[src/rtl/bus_datapath_seq.sv]
// Single-bus register datapath sequencer: AND/OR/ADD/SUB/NEG/NOT into R[ra], unsigned MUL into HI/LO.
// Latency: non-MUL writes R[ra] 3 edges after start, MUL writes LO WIDTH+4 edges after start; done one cycle later.
// Backpressure: none; start and the external write port are ignored while busy, and the caller must wait for done.
module bus_datapath_seq #(
  parameter int WIDTH = 32,
  parameter int NREGS = 16,
  localparam int AW = $clog2(NREGS)
) (
  input  logic             clk,
  input  logic             clr,
  input  logic             start,
  input  logic [2:0]       op,
  input  logic [AW-1:0]    ra,
  input  logic [AW-1:0]    rb,
  input  logic [AW-1:0]    rc,
  input  logic             wr_en,
  input  logic [AW-1:0]    wr_addr,
  input  logic [WIDTH-1:0] wr_data,
  input  logic [AW-1:0]    rd_addr,
  output logic [WIDTH-1:0] rd_data,
  output logic             busy,
  output logic             done,
  output logic             err,
  output logic [WIDTH-1:0] hi,
  output logic [WIDTH-1:0] lo
);

  localparam int CW = $clog2(WIDTH + 1);

  localparam logic [2:0] OP_AND = 3'b000;
  localparam logic [2:0] OP_OR  = 3'b001;
  localparam logic [2:0] OP_ADD = 3'b010;
  localparam logic [2:0] OP_SUB = 3'b011;
  localparam logic [2:0] OP_NEG = 3'b100;
  localparam logic [2:0] OP_NOT = 3'b101;
  localparam logic [2:0] OP_MUL = 3'b110;
  localparam logic [2:0] OP_ILL = 3'b111;

  typedef enum logic [2:0] {
    S_IDLE, S_LDY, S_ALU, S_MUL, S_WB, S_WBHI, S_WBLO
  } state_t;

  state_t           state;
  logic [WIDTH-1:0] regs [NREGS];
  logic [WIDTH-1:0] y;
  logic [WIDTH-1:0] z_hi;
  logic [WIDTH-1:0] z_lo;
  logic [WIDTH-1:0] hi_q;
  logic [WIDTH-1:0] lo_q;
  logic [WIDTH-1:0] mq;
  logic [CW-1:0]    cnt;
  logic [2:0]       op_q;
  logic [AW-1:0]    ra_q;
  logic [AW-1:0]    rb_q;
  logic [AW-1:0]    rc_q;
  logic             done_q;
  logic             err_q;

  logic [WIDTH-1:0] bus;
  logic [WIDTH-1:0] alu_res;
  logic [WIDTH:0]   mul_sum;

  // Exactly one source drives the shared bus in each state.
  always_comb begin
    bus = '0;
    case (state)
      S_LDY:         bus = regs[rb_q];
      S_ALU:         bus = regs[rc_q];
      S_WB, S_WBLO:  bus = z_lo;
      S_WBHI:        bus = z_hi;
      default:       bus = '0;
    endcase
  end

  // Single-cycle ALU between Y and the bus; results wrap modulo 2^WIDTH.
  always_comb begin
    alu_res = '0;
    case (op_q)
      OP_AND:  alu_res = y & bus;
      OP_OR:   alu_res = y | bus;
      OP_ADD:  alu_res = y + bus;
      OP_SUB:  alu_res = y - bus;
      OP_NEG:  alu_res = -bus;
      OP_NOT:  alu_res = ~bus;
      default: alu_res = '0;
    endcase
  end

  // Shift-add step: add multiplicand into the upper half when the current multiplier bit is set,
  // then shift the whole {Z_HI,Z_LO} pair right by one so the product fills in from the top.
  always_comb begin
    mul_sum = {1'b0, z_hi} + {1'b0, (mq[0] ? y : {WIDTH{1'b0}})};
  end

  // Sequencer, register file and all datapath registers.
  always_ff @(posedge clk) begin
    if (!clr) begin
      state  <= S_IDLE;
      for (int i = 0; i < NREGS; i++) regs[i] <= '0;
      y      <= '0;
      z_hi   <= '0;
      z_lo   <= '0;
      hi_q   <= '0;
      lo_q   <= '0;
      mq     <= '0;
      cnt    <= '0;
      op_q   <= '0;
      ra_q   <= '0;
      rb_q   <= '0;
      rc_q   <= '0;
      done_q <= 1'b0;
      err_q  <= 1'b0;
    end else begin
      done_q <= 1'b0;
      err_q  <= 1'b0;
      case (state)
        S_IDLE: begin
          if (wr_en) regs[wr_addr] <= wr_data;
          if (start) begin
            if (op == OP_ILL) begin
              err_q <= 1'b1;
            end else begin
              op_q  <= op;
              ra_q  <= ra;
              rb_q  <= rb;
              rc_q  <= rc;
              state <= S_LDY;
            end
          end
        end
        S_LDY: begin
          y     <= bus;
          state <= S_ALU;
        end
        S_ALU: begin
          if (op_q == OP_MUL) begin
            mq    <= bus;
            z_hi  <= '0;
            z_lo  <= '0;
            cnt   <= CW'(WIDTH);
            state <= S_MUL;
          end else begin
            z_lo  <= alu_res;
            z_hi  <= '0;
            state <= S_WB;
          end
        end
        S_MUL: begin
          z_hi <= mul_sum[WIDTH:1];
          z_lo <= {mul_sum[0], z_lo[WIDTH-1:1]};
          mq   <= mq >> 1;
          cnt  <= cnt - CW'(1);
          if (cnt == CW'(1)) state <= S_WBHI;
        end
        S_WB: begin
          regs[ra_q] <= bus;
          done_q     <= 1'b1;
          state      <= S_IDLE;
        end
        S_WBHI: begin
          hi_q  <= bus;
          state <= S_WBLO;
        end
        S_WBLO: begin
          lo_q   <= bus;
          done_q <= 1'b1;
          state  <= S_IDLE;
        end
        default: state <= S_IDLE;
      endcase
    end
  end

  assign rd_data = regs[rd_addr];
  assign busy    = (state != S_IDLE);
  assign done    = done_q;
  assign err     = err_q;
  assign hi      = hi_q;
  assign lo      = lo_q;

endmodule

[config.mk]
export PLATFORM = sky130hd
export DESIGN_NAME = bus_datapath_seq
export DESIGN_NICKNAME = d
export VERILOG_FILES = /design/src/rtl/bus_datapath_seq.sv
export SDC_FILE = /design/constraint.sdc
export NUM_CORES = 2
export LEC_CHECK = 0
export ABC_AREA = 0
export CAP_MARGIN = 15
export CORE_MARGIN = 1
export CORE_UTILIZATION = 52
export CTS_CLUSTER_SIZE = 12
export DETAILED_ROUTE_END_ITERATION = 10
export MAX_ROUTING_LAYER = met4
export PLACE_DENSITY = 0.72
export SLEW_MARGIN = 20
export SYNTH_ARGS = -nofsm -noshare
export SYNTH_HDL_FRONTEND = slang
export SYNTH_SLANG_ARGS = --single-unit
[constraint.sdc]
create_clock -name clk -period 4.4 [get_ports clk]
set_clock_uncertainty 0.15 [all_clocks]
set_input_delay 0.66 -clock clk [delete_from_list [all_inputs] [get_ports clk]]
set_output_delay 0.66 -clock clk [all_outputs]
set_load 0.005 [all_outputs]
==> out/results.tsv <==
metric	value	unit
dieArea	89300	µm²
holdBufCountCts	0	
run_status	finished with violations	
rsz0062_at_grt	yes	
clk_latency	0.67	ns
avgSynthCellArea	11.6	µm²
antenna_found_initial	9	
path_class	flop to flop	
start_util	52.7	%
synth_fp_nets	4157	
fin_crit_sh	111	%
htreeDepth	3	
layout_common_cells	nor2_1 (716), edfxtp_1 (512), mux4_2 (480), buf_4 (436), nand2_1 (309)	
cts_tree	done	
grt_use_total	37.4	%
cp_cell_sequence	buf_12, buf_12, mux4_2, mux4_2, nand2_4, nand2_4, a21oi_4, buf_6, ha_4, a21o_1, or3_4, o221ai_4, a211oi_4, o31ai_4, o21ai_2, a211oi_2, xnor2_1, a221oi_2, o21ai_1	
num_rows	108	
maxCapViolations	0	
fp.dieH	299	µm
io_buffers	157	
clockBufferDepth	3	
grt-ovfl-total	0	
ir_drop	0.374	mV
clock_sink_count	738	
setup_viol	24	
placed_area	51300	µm²
grt_max_degree	63	
fmax	0.204	GHz
hold_viol	0	
core	87000	µm²
synth_seq_cells	738	
start_kind	flop	
max-slew-margin-rel	27.9	%
synth_ff_type	edfxtp_1	
grt_pass1_vias	37600	
drive_gt1_share	32.6	%
tightest_slew	1.08	ns
routed_wl	166	mm
worst_slack	-0.497	ns
cts_buffers	80	
yosys_warnings	0	
power	18.7	mW
cp-end-kind	flop	
vias	38800	
die_w	299	µm
finalInstanceArea	56500	µm²
synthesis.area	45800	µm²
drtIter0Drc	5858	
slowest_stage	mux4_2	
netlist.top_cell.by_area	edfxtp_1	
synth_edf_count	512	
area_growth	23.3	%
synth_top_area_share	33.5	%
power_leakage	20.8	nW
clk_pin_slew	0.07	ns
powerDensity	332	nW/µm²
slowest_delay	0.54	ns
post-route-util	64.9	%
critPathMaxFanout	7	
violations	negative setup slack	
critPathTopFamily	compound AO/OA/AOI/OAI gates	
first_pass_iters	7	
crit_buf_inv	3	
yosysSeqAreaShare	43.4	%
placed_cells	5356	
tns	-6.44	ns
ios	158	
syn_inst	3956	
drv_slew	0	
drc_errors	0	
ys_types	79	
postRouteAntennaNets	0	
viasPerCell	6.89	
grt_pass1_wl	240	mm
stdcell_count	5626	
netlist_top_cells_area	edfxtp_1 (34%), mux4_2 (24%), dfxtp_1 (9.9%), nor2_1 (5.9%), ha_1 (3.8%)	
dpl.hpwl	107	mm
nNetsFinal	4604	
root_buffer	clkbuf_16	
min-delay-path-class	primary input to flop	
post-route-min-period	4.90	ns
wl_per_cell	29.5	µm
critPathRequiredTime	4.80	ns
worst_ep_arrival_time	5.29	ns
final_common_cell	nor2_1	
gp_congestion	1.07	
ys_async_sr_fraction	0	%
-- cells by family after synthesis --
kind of cell,count (synthesis),share of synthesized area [%]
compound gates,788,11.8
simple gates,1284,11.4
fa+ha+maj,142,3.93
mux,489,23.8
buf+inv,435,4.11
flops,738,43.4
xor+xnor,80,1.53
-- registers in the layout (all words and copies together) (netlist names), named ones only --
signal / cells
z_hi: 32
err: 1
y: 32
done: 1
lo: 32
hi: 32
ra_q: 4
op_q: 3
z_lo: 32
state: 3
regs: 512
mq: 32
cnt: 6
rc_q: 4
rb_q: 4
-- layout make-up --
cell class                      instances  area, µm²
Antenna cell                            6       15.0
Clock buffer                          117       2250
Clock inverter                         27        269
Fill cell                            6172      30500
Inverter                              110        418
Multi-Input combinational cell       2783      25600
Sequential cell                       738      19900
Tap cell                             1155       1450
Timing Repair Buffer                  690       6580
-- report_power, final --
group	switching (mW)	internal, mW
Sequential	0.240	7.66
Combinational	2.15	2.03
Clock	2.92	3.75
Total	5.31	13.4
-- stage by stage --
stage	setup WS [ns]	hold WS, ns
final	-0.497	0.211
after global routing	-0.616	0.220
after CTS	-0.302	0.178
after detailed placement	-0.573	0.294
after global placement	-0.458	0.283
after floorplan	-0.142	0.278
-- worst register-to-register path, delay by kind of cell (launching register included) --
kind / cells / cell delay [ns]
AO/OA/AOI/OAI: 9 / 1.87
multiplexers: 2 / 1.07
AND/OR/NAND/NOR: 3 / 0.60
flip-flops: 1 / 0.39
buffers and inverters: 3 / 0.37
adder cells (fa/ha/maj): 1 / 0.19
XOR/XNOR: 1 / 0.14
-- what timing repair did --
action / CTS / global route
endpoints found under the hold margin: 0 / 0
buffers inserted: 45 / 74
gates resized for setup: 157 / 141
endpoints found under the setup margin: 21 / 26
pin swaps: 59 / 106
cloned: 7 / 1
-- path summary, 6_finish.rpt --
check | from | endpoint | slack, ns | cells past startpoint
max | flop | z_lo[31] | -0.50 | 19
min | clr | z_lo[14] | 0.21 | 3
max reg2reg | flop | z_lo[31] | -0.50 | 19
min reg2reg | hi[3] | hi[3] | 0.30 | 2
-- metal layers --
| metal | track usage, % | wire [µm] | vias to the layer above |
|---|---|---|---|
| met1 | 44.9 | 55000 | 18600 |
| li1 | - | - | 15800 |
| met5 | - | 0 | - |
| met2 | 56.8 | 75900 | 3461 |
| met4 | 22.6 | 11900 | 0 |
| met3 | 9.49 | 22900 | 914 |
-- cell usage after synthesis (27+ instances only) --
| cell | number |
|---|---|
| nand3_1 | 34 |
| o21ai_0 | 162 |
| nor2_1 | 722 |
| clkbuf_1 | 220 |
| a31oi_1 | 34 |
| a21oi_4 | 50 |
| xor2_1 | 35 |
| ha_1 | 139 |
| nand2_1 | 382 |
| a21oi_1 | 256 |
| dfxtp_1 | 226 |
| xnor2_1 | 45 |
| a21o_1 | 56 |
| buf_2 | 27 |
| buf_4 | 27 |
| mux4_2 | 480 |
| buf_1 | 37 |
| and2_1 | 38 |
| inv_1 | 109 |
| edfxtp_1 | 512 |
| a211oi_1 | 56 |
No activity file was read; power rests on OpenSTA's default activity.
